### src/rtl/rr_arb_pkg.sv
// Shared types and helpers for the round-robin select arbiter.
// Helpers work on 32-bit values; callers size-cast to their own widths.
package rr_arb_pkg;

  typedef enum logic {
    IDLE  = 1'b0,
    GRANT = 1'b1
  } arb_state_e;

  function automatic logic [31:0] onehot(input logic [31:0] sel);
    return 32'd1 << sel;
  endfunction

  function automatic logic [31:0] next_ptr(input logic [31:0] sel,
                                           input logic [31:0] nreq);
    return (sel + 32'd1) % nreq;
  endfunction

endpackage

### src/rtl/rr_pick.sv
// Wrap-around priority search: the first set req bit at or above ptr, modulo NREQ.
module rr_pick #(
  parameter int unsigned SWITCH_BITS = 2
) (
  input  logic [(1<<SWITCH_BITS)-1:0] req,
  input  logic [SWITCH_BITS-1:0]      ptr,
  output logic                        any,
  output logic [SWITCH_BITS-1:0]      pick
);

  localparam int unsigned NREQ = 1 << SWITCH_BITS;

  always_comb begin
    logic [SWITCH_BITS-1:0] idx;
    any  = 1'b0;
    pick = '0;
    idx  = '0;
    for (int unsigned i = 0; i < NREQ; i++) begin
      // NREQ is a power of two, so the index wraps by plain overflow.
      idx = ptr + SWITCH_BITS'(i);
      if (!any && req[idx]) begin
        any  = 1'b1;
        pick = idx;
      end
    end
  end

endmodule

### src/rtl/rr_select_arbiter.sv
// Round-robin arbiter producing a held select code and one-hot grant for a mux.
// Define RR_ARB_BACK_TO_BACK_EN to re-grant on the handshake edge (no idle bubble).
module rr_select_arbiter
  import rr_arb_pkg::*;
#(
  parameter int unsigned SWITCH_BITS = 2
) (
  input  logic                        clk,
  input  logic                        rst,
  input  logic [(1<<SWITCH_BITS)-1:0] req,
  input  logic                        grant_ready,
  output logic                        grant_valid,
  output logic [SWITCH_BITS-1:0]      grant_sel,
  output logic [(1<<SWITCH_BITS)-1:0] grant_onehot
);

  localparam int unsigned NREQ = 1 << SWITCH_BITS;

  arb_state_e             state_q;
  logic [SWITCH_BITS-1:0] ptr_q, ptr_d;
  logic                   valid_q;
  logic [SWITCH_BITS-1:0] sel_q;
  logic [NREQ-1:0]        onehot_q;
  logic                   handshake;
  logic                   pick_any;
  logic [SWITCH_BITS-1:0] pick_sel;

  assign handshake = (state_q == GRANT) && grant_ready;

  // The search runs from the post-handshake pointer so a back-to-back grant
  // already sees the rotated priority.
  always_comb begin
    ptr_d = ptr_q;
    if (handshake) begin
      ptr_d = SWITCH_BITS'(next_ptr(32'(sel_q), 32'(NREQ)));
    end
  end

  rr_pick #(.SWITCH_BITS(SWITCH_BITS)) u_pick (
    .req (req),
    .ptr (ptr_d),
    .any (pick_any),
    .pick(pick_sel)
  );

  always_ff @(posedge clk) begin
    if (rst) begin
      state_q  <= IDLE;
      ptr_q    <= '0;
      valid_q  <= 1'b0;
      sel_q    <= '0;
      onehot_q <= '0;
    end else begin
      ptr_q <= ptr_d;
      case (state_q)
        IDLE: begin
          if (pick_any) begin
            state_q  <= GRANT;
            valid_q  <= 1'b1;
            sel_q    <= pick_sel;
            onehot_q <= NREQ'(onehot(32'(pick_sel)));
          end
        end
        GRANT: begin
          if (grant_ready) begin
`ifdef RR_ARB_BACK_TO_BACK_EN
            if (pick_any) begin
              sel_q    <= pick_sel;
              onehot_q <= NREQ'(onehot(32'(pick_sel)));
            end else begin
              state_q  <= IDLE;
              valid_q  <= 1'b0;
              onehot_q <= '0;
            end
`else
            state_q  <= IDLE;
            valid_q  <= 1'b0;
            onehot_q <= '0;
`endif
          end
        end
        default: begin
          state_q  <= IDLE;
          valid_q  <= 1'b0;
          onehot_q <= '0;
        end
      endcase
    end
  end

  assign grant_valid  = valid_q;
  assign grant_sel    = sel_q;
  assign grant_onehot = onehot_q;

endmodule

### config.mk
export PLATFORM = sky130hd
export DESIGN_NAME = rr_select_arbiter
export DESIGN_NICKNAME = d
export VERILOG_FILES = /design/src/rtl/rr_arb_pkg.sv /design/src/rtl/rr_pick.sv /design/src/rtl/rr_select_arbiter.sv
export SDC_FILE = /design/constraint.sdc
export NUM_CORES = 1
export LEC_CHECK = 0
export ABC_CLOCK_PERIOD_IN_PS = 1600
export CORE_MARGIN = 3
export CORE_UTILIZATION = 40
export DETAILED_ROUTE_END_ITERATION = 6
export PLACE_DENSITY = 0.8
export SLEW_MARGIN = 20
export SYNTH_ARGS = -nofsm -noshare
export SYNTH_HDL_FRONTEND = slang
export SYNTH_SLANG_ARGS = --single-unit
### constraint.sdc
create_clock -name clk -period 1.6 [get_ports clk]
set_input_delay 0.48 -clock clk [delete_from_list [all_inputs] [get_ports clk]]
set_output_delay 0.48 -clock clk [all_outputs]
set_load 0.005 [all_outputs]
==> key figures, run 1 <==
Worst hold path
  – Hold path start: grant_onehot[3]
  – Hold Path Class: flip-flop to flip-flop

Setup path
  – Buf/Inv on CP: 0
  – Crit path from: state_q
  – Max FO, Critical Path: 5
  – Critical path cell sequence: and2_4 > mux2i_4 > mux2i_1 > o221ai_2 > a32o_2
  – Worst r2r src: state_q
  – Setup crit start kind: flip-flop
  – Largest delay share family, worst path: multiplexers
  – Worst Path Required: 1.74 ns
  – Worst EP arrival: 1.80 ns
  – CP max stage delay: 0.37 ns
  – Slowest-stage cell, CP: dfxtp_2
  – CP Capture Type: flip-flop
  – CP Class: flip-flop to flip-flop

Floorplan
  – Rows: 12
  – Initial Utilization: 45.5%
  – Core Footprint: 1170 µm²
  – Die Ht: 42.5 µm
  – Die area: 1810 µm²
  – Die X: 42.5 µm
  – Number of top-level pins: 14

Cells and area
  – Most frequent cells in the layout: 17 x buf_4, 7 x dfxtp_1, 5 x dlygate4sd2_1
  – Area delta synth->final: 62.9%
  – Net count, final: 96
  – Layout cells sized above 1: 46.0%
  – Commonest non-fill, non-tap cell in the layout: buf_4
  – Non-Filler Instances: 101
  – # diodes: 0

Routing
  – DR WL/cell: 14.6 µm
  – Detail Route Antenna Nets: 0
  – Via count: 545
  – Met3 Routed Length: 66 µm
  – Initial drt markers: 4
  – Drt drc: 0
  – Drt pass-1 iters: 2
  – Met2 wire len: 753 µm
  – Final wirelength: 1480 µm
  – Drt via density: 5.40
  – M1 wire length: 619 µm
  – Top Metal Used: met4

Timing
  – Tcrit/Tclk final: 103%
  – Rel. slew slack: 76.5%
  – Tmin final: 1.65 ns
  – Hold Violations, Final: 0
  – Worst Tran Pin Value: 0.351 ns
  – Setup-failing EPs final: 4
  – RSZ-0062 raised after global routing: yes
  – Final Slew Violations: 0
  – Max Fclk: 0.605 GHz
  – Clock skew: 0.0108 ns
  – Setup ws final: -0.0528 ns

Synth
  – Syn_area_per_cell: 9.69 µm²
  – Post-synth ARST share: 0%
  – Primary FF master, synth: dfxtp_1
  – Syn_nets: 62
  – Number of synthesis warnings: 0
  – Mapped cell area: 533 µm²
  – Cells after Synth: 55
  – Seq cells post-synth: 10
  – Post-synth EDFFs: 0
  – Yosys cell types: 33
  – Seq/Total Area, Yosys: 37.6%

Clock tree
  – Cts bufs inserted: 3
  – Worst-Skew Late Latency: 0.26 ns
  – Worst-path clk slew: 0.06 ns
  – CTS tree: yes
  – Clock Tree Buf Depth: 2
  – Clock sink count: 10
  – Root Buffer: clkbuf_4
  – Number of H-tree levels: 1

Global route
  – GRT Residual Overflow: 0
  – Number of global-route vias before repair: 585
  – First-pass GRT wire length: 2510 µm
  – Largest net degree at the start of global routing: 7
  – Total GRT Usage: 18.3%
  – Initial antenna violation count: 0

Power
  – Leakage power: 0.000443 µW
  – VDD IR max: 0.511 mV
  – PD cells: 745 nW/µm²
  – Total power: 647 µW

Outcome
  – Failing checks: negative setup slack
  – Status: finished, violations left

Place
  – Post-DP HPWL: 1030 µm
  – I/O Buffers: 13
  – Final GP Congestion: 0.954
  – Placed Instances: 95

Job
  – Maximum Capacitance Violations: 0
logic make-up after synthesis:
group           after synthesis  synth area share, %
xor+xnor                      1                 1.64
simple gates                 20                 22.3
flops                        10                 37.6
mux                           2                 6.10
compound gates               15                 23.9
buf+inv                       7                 8.45
report_power, final:
group	switching, µW	internal [µW]	total (µW)
registers	14.0	269	283
logic	88.9	111	200
clock network	77.4	86.4	164
layout make-up:
type | instances | area, µm²
clock buffers | 3 | 22.5
repair buffers | 32 | 274
multi-input cells | 38 | 335
inverters | 4 | 15.0
fillers | 84 | 303
well taps | 14 | 17.5
flip-flops and latches | 10 | 204
worst paths after layout:
path                            slack (ns)  cells after the start               to
worst min register to register        0.45                      2  grant_onehot[3]
worst max register to register       -0.05                      5  grant_onehot[0]
worst max-delay path                 -0.05                      5  grant_onehot[0]
worst min-delay path                  0.45                      2  grant_onehot[3]
cell usage after synthesis (2+ instances only):
library cell  number  area, µm²
dfxtp_1           10        200
o31ai_1            2       15.0
nand2_1            2       7.51
nor2_1             5       18.8
buf_6              2       22.5
inv_1              4       15.0
o21ai_0            2       10.0
nor3_1             3       15.0
per-stage QoR:
stage                     instance area (µm²)  setup WS [ns]  hold WS [ns]  util (%)  setup TNS, ns
after floorplan                           533        -0.0883         0.449         -         -0.234
after global placement                    771         -0.608         0.446      65.8          -3.89
after detailed placement                  771         -0.688         0.443      65.8          -4.36
after CTS                                 855        -0.0495         0.459      73.0         -0.120
after global routing                      868         -0.109         0.476      74.1         -0.418
final                                     868        -0.0528         0.450      74.1        -0.0914
timing repair:
action | 4_1_cts | 5_1_grt
resized for setup | 22 | 7
pin swaps | 8 | 5
buffers inserted | 3 | 0
setup endpoints to repair | 9 | 10
hold buffers | 0 | 0
registers in the layout (all words and copies together), names as in the netlist:
signal / cells
grant_onehot: 4
grant_sel: 2
ptr_q: 2
grant_valid: 1
state_q: 1
routing by layer:
metal	vias up	GRT usage, %
met5	-	0
li1	266	-
met4	0	9.94
met2	14	30.1
met1	259	20.4
met3	6	6.44
worst reg2reg max path: cells and delay by family (launching register included):
family | cells | cell delay, ns
flip-flops | 1 | 0.37
AND/OR/NAND/NOR | 1 | 0.17
multiplexers | 2 | 0.52
AO/OA/AOI/OAI | 2 | 0.47
Note: power is estimated with default switching activity, not from simulation.
==> run 2: changes to the inputs <==
Settings changed: CORE_MARGIN 3 to not set, SLEW_MARGIN 20 to not set.
==> run 2 against run 1 <==
Effect of this change: the run still ends with negative setup slack left; critical path depth increased by 1; clock power about the same; sequential cell count unchanged; hold slack improved by 0.0048 ns; via count decreased by 0.55%.
==> key figures, run 2 (synthesis gave the netlist of run 1 again) <==
Outcome
  – Status: finished, violations left
  – Failing checks: negative setup slack

Floorplan
  – Die area: 1480 µm² (-18%)
  – Number of top-level pins: 14 (unchanged)
  – Die Ht: 38.5 µm (-9.4%)
  – Die X: 38.5 µm (-9.4%)
  – Initial Utilization: 45.5% (unchanged)
  – Rows: 12 (unchanged)
  – Core Footprint: 1170 µm² (unchanged)

Cells and area
  – Area delta synth->final: 60.1%
  – Fin util: 72.9% (-1.3 points)
  – Most frequent cells in the layout: 16 x buf_4, 7 x dfxtp_1, 6 x dlygate4sd2_1
  – Net count, final: 95 (-1.0%)
  – Layout cells sized above 1: 40.7% (-5.3 points)
  – Commonest non-fill, non-tap cell in the layout: buf_4
  – Largest register FFs: 4 (unchanged)
  – # diodes: 0 (unchanged)
  – Fin area: 853 µm² (-1.7%)

Global route
  – First-pass GRT wire length: 2190 µm (-13%)
  – Largest net degree at the start of global routing: 7 (unchanged)
  – GRT Residual Overflow: 0 (unchanged)
  – Total GRT Usage: 21.7% (+3.4 points)
  – Number of global-route vias before repair: 482 (-18%)
  – Initial antenna violation count: 0 (unchanged)

Worst hold path
  – WHS Path Cells: 2 (unchanged)
  – Hold Path Class: flip-flop to flip-flop
  – Hold path start: grant_onehot[2]
  – WHS Endpoint: grant_onehot[2]

Setup path
  – CP Capture Type: flip-flop
  – CP Class: flip-flop to flip-flop
  – Slowest-stage cell, CP: dfxtp_2
  – Worst r2r src: state_q
  – Setup crit start kind: flip-flop
  – Critical path cell sequence: and2_4 > mux2i_4 > buf_6 > and3_4 > or2_1 > a32o_2
  – Max FO, Critical Path: 4 (-1)
  – Reg2Reg Setup Slack: -0.003 ns (+0.05 ns)
  – R2r endpoint: grant_onehot[0]
  – Worst EP arrival: 1.75 ns (-0.05 ns)
  – Reg2Reg Depth: 6 (+1)
  – Buf/Inv on CP: 1 (+1)
  – Worst Path Required: 1.75 ns (about the same)
  – CP max stage delay: 0.33 ns (-0.04 ns)
  – Largest delay share family, worst path: simple AND/OR/NAND/NOR gates

Timing
  – Tcrit/Tclk final: 100% (-3.1 points)
  – Setup ws final: -0.00328 ns (+0.0495 ns)
  – Rel. slew slack: 76.4% (about the same)
  – Clock skew: 0.00774 ns (-0.00302 ns)
  – Worst Tran Pin Value: 0.349 ns (-0.00148 ns)
  – Final Slew Violations: 0 (unchanged)
  – Hold Violations, Final: 0 (unchanged)
  – RSZ-0062 raised after global routing: yes
  – Setup-failing EPs final: 2 (-2)
  – Max Fclk: 0.624 GHz (+3.1%)
  – Tmin final: 1.60 ns (-0.0495 ns)

Routing
  – Drt drc: 0 (unchanged)
  – Drt via density: 5.42 (+0.44%)
  – Met2 wire len: 688 µm (-8.6%)
  – DR WL/cell: 13.8 µm (-6.0%)
  – Drt pass-1 iters: 4 (+2)
  – Final wirelength: 1380 µm (-7.0%)
  – M1 wire length: 617 µm (-0.32%)
  – Met3 Routed Length: 59 µm (-11%)
  – Initial drt markers: 13 (+9)
  – Top Metal Used: met4
  – Detail Route Antenna Nets: 0 (unchanged)
  – Via count: 542 (-0.55%)

Power
  – PD cells: 755 nW/µm² (+1.4%)
  – VDD IR max: 0.683 mV (+34%)
  – Leakage power: 0.000418 µW (-5.6%)

Job
  – Maximum Capacitance Violations: 0 (unchanged)

Clock tree
  – Root Buffer: clkbuf_4
  – CTS tree: yes
  – Cts bufs inserted: 3 (unchanged)
  – Clock Tree Buf Depth: 2 (unchanged)
  – Worst-path clk slew: 0.06 ns (about the same)
  – Worst-Skew Late Latency: 0.26 ns (about the same)
  – Number of H-tree levels: 1 (unchanged)
  – Clock sink count: 10 (unchanged)

Place
  – Post-DP HPWL: 977 µm (-5.3%)
  – Place WS: -0.644 ns (+0.0442 ns)
  – Final GP Congestion: 0.879 (-7.9%)
  – I/O Buffers: 13 (unchanged)
  – Cell Area, Placed: 771 µm² (unchanged)
## run 2: cell count changes in the layout (fill, tap and decap cells not counted), sizes merged
| cell | before | now |
|---|---|---|
| dlygate4sd2 | 5 | 6 |
| dlymetal6s2s | 4 | 3 |
| buf | 20 | 19 |
| clkdlybuf4s50 | 2 | 3 |
| clkbuf | 4 | 3 |
## run 2: tightest hold or removal path: stages (launching register included)
cell	delay [ns]
dfxtp_1	0.32
nand2_1	0.05
o31ai_1	0.05
## run 2: worst max path at each step
| stage | start | slack, ns | end | cells after the start |
|---|---|---|---|---|
| global route | state_q | -0.06 | grant_onehot[0] | 5 |
| floorplan | grant_ready | -0.09 | grant_onehot[0] | 6 |
| finish | state_q | -0.003 | grant_onehot[0] | 6 |
| CTS | state_q | -0.02 | grant_onehot[1] | 5 |
| detailed placement | grant_ready | -0.64 | grant_onehot[0] | 6 |
| global placement | grant_ready | -0.61 | grant_onehot[0] | 6 |
## run 2: final cells by class
cell class	instances	area, µm²
clock buffers	3	22.5
fillers	93	318
inverters	4	15.0
multi-input cells	38	324
flip-flops and latches	10	206
well taps	14	17.5
repair buffers	31	268
## run 2: metal layers
layer,up-vias,global-route usage (%)
met5,-,0
met4,0,2.59
met3,2,8.72
met2,14,33.8
met1,258,28.9
li1,268,-
## run 2: power breakdown
| group | internal [µW] | switching [µW] |
|---|---|---|
| registers | 268 | 16.2 |
| clock network | 86.6 | 79.0 |
| logic | 113 | 81.4 |
| total | 468 | 177 |
## run 2: per-stage QoR
step	cells	TNS, ns	power (µW)	hold WS, ns
global placement	95	-3.85	462	0.443
floorplan	55	-0.234	376	0.449
detailed placement	95	-4.09	466	0.444
finish	100	-0.00341	644	0.455
CTS	100	-0.0436	641	0.459
global route	100	-0.175	676	0.472
## run 2: timing repair
action	in CTS	in global routing
hold endpoints to repair	0	0
resized for setup	18	6
hold buffers	0	0
endpoints found under the setup margin	9	9
setup buffers	2	0
cloned	0	0
pin swaps	4	7
==> run 3: changes to the inputs <==
Settings changed: CORE_AREA set to 2 2 39 41, CORE_UTILIZATION 40 to not set, DIE_AREA set to 0 0 41 43, PLACE_DENSITY 0.8 to 0.76, SYNTH_HIERARCHICAL set to 1.
==> run 3 against run 2 <==
Effect of this change: the run still ends with negative setup slack left; global-route usage is 5.6 points lower; combinational power hardly changed; clock power is 37% higher; count of clock-buffer cells in the layout is 1 higher; die area is 19% higher; sequential cell count stayed put; core utilization is 14 points lower; design area is 4.8% lower; synthesized cell count is 7.3% higher; clock skew is 0.0024 ns lower; sequential power hardly changed.
==> key figures, run 3 <==
Outcome
  – Status: finished, violations left
  – Failing checks: negative setup slack

Cells and area
  – Commonest non-fill, non-tap cell in the layout: buf_4
  – Fin area: 812 µm² (-4.8%)
  – Most frequent cells in the layout: 8 x buf_4, 7 x a21oi_1, 6 x nand3_1
  – Net count, final: 90 (-5.3%)
  – Layout cells sized above 1: 42.7% (+2.0 points)
  – # diodes: 0 (unchanged)
  – Area delta synth->final: 68.6%
  – Largest register FFs: 4 (unchanged)

Timing
  – Tmin final: 1.68 ns (+0.0757 ns)
  – Clock skew: 0.00537 ns (-0.00237 ns)
  – Rel. slew slack: 73.0% (-3.4 points)
  – Total negative slack: -0.202 ns (-0.198 ns)
  – Worst Tran Pin Value: 0.404 ns (+0.0545 ns)
  – Final Slew Violations: 0 (unchanged)
  – Hold Violations, Final: 0 (unchanged)
  – Tcrit/Tclk final: 105% (+4.7 points)
  – Max Fclk: 0.596 GHz (-4.5%)
  – RSZ-0062 raised after global routing: yes
  – Setup-failing EPs final: 5 (+3)
  – Setup ws final: -0.0790 ns (-0.0757 ns)

Place
  – Post-DP HPWL: 835 µm (-15%)
  – I/O Buffers: 13 (unchanged)
  – Final GP Congestion: 0.697 (-21%)
  – Cell Area, Placed: 679 µm² (-12%)

Routing
  – Initial drt markers: 7 (-6)
  – Drt pass-1 iters: 3 (-1)
  – Drt drc: 0 (unchanged)
  – DR WL/cell: 12.4 µm (-10%)
  – Detail Route Antenna Nets: 0 (unchanged)
  – Final wirelength: 1210 µm (-12%)
  – Via count: 498 (-8.1%)
  – Drt via density: 5.08 (-6.2%)

Floorplan
  – Die area: 1760 µm² (+19%)
  – Initial Utilization: 34.8% (-11 points)
  – Rows: 14 (+2)
  – Number of top-level pins: 14 (unchanged)
  – Die Ht: 43 µm (+12%)
  – Core Footprint: 1380 µm² (+18%)
  – Die X: 41 µm (+6.5%)

Clock tree
  – Root Buffer: clkbuf_4
  – Number of H-tree levels: 1 (unchanged)
  – Clock Tree Buf Depth: 2 (unchanged)
  – Clock sink count: 10 (unchanged)
  – CTS tree: yes
  – Worst-Skew Late Latency: 0.27 ns (about the same)
  – Cts bufs inserted: 3 (unchanged)
  – Worst-path clk slew: 0.07 ns (about the same)

Synth
  – Primary FF master, synth: dfxtp_1
  – Synth top area share: 41.6% (+4.0 points)
  – Mapped cell area: 482 µm² (-9.6%)
  – Top post-synthesis cells by area: dfxtp_1 42%, a21oi_1 12%, nand3_1 6.2%
  – Syn_area_per_cell: 8.16 µm² (-16%)
  – Post-synth ARST share: 0% (unchanged)
  – Number of synthesis warnings: 6 (+6)
  – Cell taking the most area after synthesis: dfxtp_1
  – Count leader, synth: a21oi_1
  – Post-synth EDFFs: 0 (unchanged)
  – Yosys cell types: 24 (-27%)
  – Synth cell count leaders: 12 x a21oi_1, 10 x dfxtp_1, 6 x nand2_1, 6 x nand3_1, 4 x inv_1
  – Syn_nets: 66 (+6.5%)
  – Seq cells post-synth: 10 (unchanged)
  – Cells after Synth: 59 (+7.3%)
  – Seq/Total Area, Yosys: 41.6% (+4.0 points)

Setup path
  – Setup crit start kind: input port
  – Worst Path Required: 1.79 ns (+0.04 ns)
  – Worst EP arrival: 1.87 ns (+0.12 ns)
  – Reg2Reg Depth: 6 (unchanged)
  – Max FO, Critical Path: 3 (-1)
  – CP Class: input port to flip-flop
  – CP Capture Type: flip-flop

Global route
  – Initial antenna violation count: 0 (unchanged)
  – Largest net degree at the start of global routing: 11 (+4)
  – First-pass GRT wire length: 1910 µm (-13%)
  – Number of global-route vias before repair: 463 (-3.9%)
  – Total GRT Usage: 16.1% (-5.6 points)
  – GRT Residual Overflow: 0 (unchanged)

Job
  – Maximum Capacitance Violations: 0 (unchanged)

Power
  – Leakage power: 0.000359 µW (-14%)
  – VDD IR max: 0.531 mV (-22%)
  – PD cells: 862 nW/µm² (+14%)

Worst hold path
  – WHS Path Cells: 2 (unchanged)
  – Hold Path Class: flip-flop to flip-flop
-- run 3: cell types whose count changed after synthesis, sizes merged, moves of 3 or more --
cell / previous run / this run
a21oi: 1 / 13
nand2: 2 / 7
nand3: 1 / 6
nor2: 5 / 2
nor3: 3 / 0
-- run 3: path summary, 6_finish.rpt --
check / start / end / slack, ns
max: req[3] / grant_onehot[0] / -0.08
min: grant_onehot[1] / grant_onehot[1] / 0.47
max reg2reg: grant_sel[1] / grant_onehot[3] / -0.04
min reg2reg: grant_onehot[1] / grant_onehot[1] / 0.47
-- run 3: cell families after synthesis --
kind of cell | after synthesis | share of synthesized area [%]
compound gates | 16 | 19.2
xor+xnor | 1 | 1.82
buf+inv | 7 | 7.01
flops | 10 | 41.6
mux | 1 | 2.34
simple gates | 24 | 28.1
-- run 3: worst max-delay path, cell delays in order --
cell and delay, ns:
clkdlybuf4s50_1 0.60, nor2_4 0.08, nand3_1 0.15, nand2b_4 0.06, or3_4 0.39, a21oi_2 0.11
-- run 3: through the flow --
stage / setup WS (ns) / total power [µW] / util, % / cells / hold slack [ns]
global route: -0.121 / 746 / 58.7 / 98 / 0.493
floorplan: -0.0851 / 370 / - / 59 / 0.444
global placement: -0.813 / 439 / 49.1 / 92 / 0.455
detailed placement: -0.847 / 443 / 49.1 / 92 / 0.461
finish: -0.0790 / 700 / 58.7 / 98 / 0.470
CTS: -0.0682 / 674 / 53.0 / 97 / 0.475
-- run 3: timing repair --
item                       CTS  global route
resized for setup           18            17
hold endpoints to repair     0             0
pin swaps                    7             7
hold buffers                 0             0
buffers inserted             1             1
setup endpoints to repair    9            12
gates cloned                 0             0
-- run 3: area by class of cell --
class	count	area [µm²]
repair buffers	21	184
well taps	16	20.0
fillers	133	572
flip-flops and latches	10	209
inverters	5	18.8
clock buffers	4	36.3
multi-input cells	42	344
-- run 3: layer usage --
layer  track usage, %  wire length, µm  up-vias  part of all wire (%)
met5                0                0        -                     0
met4             2.00                0        0                     0
met3             7.85               52        0                   4.3
met2             27.2              680       12                    56
met1             18.0              478      238                    39
li1                 -                -      248                     -
-- run 3: power by group --
part	switching, µW	leakage, µW	internal [µW]
clock network	88.5	0.0000210	138
logic	91.8	0.000253	99.7
registers	12.4	0.0000843	270
total	193	0.000359	508
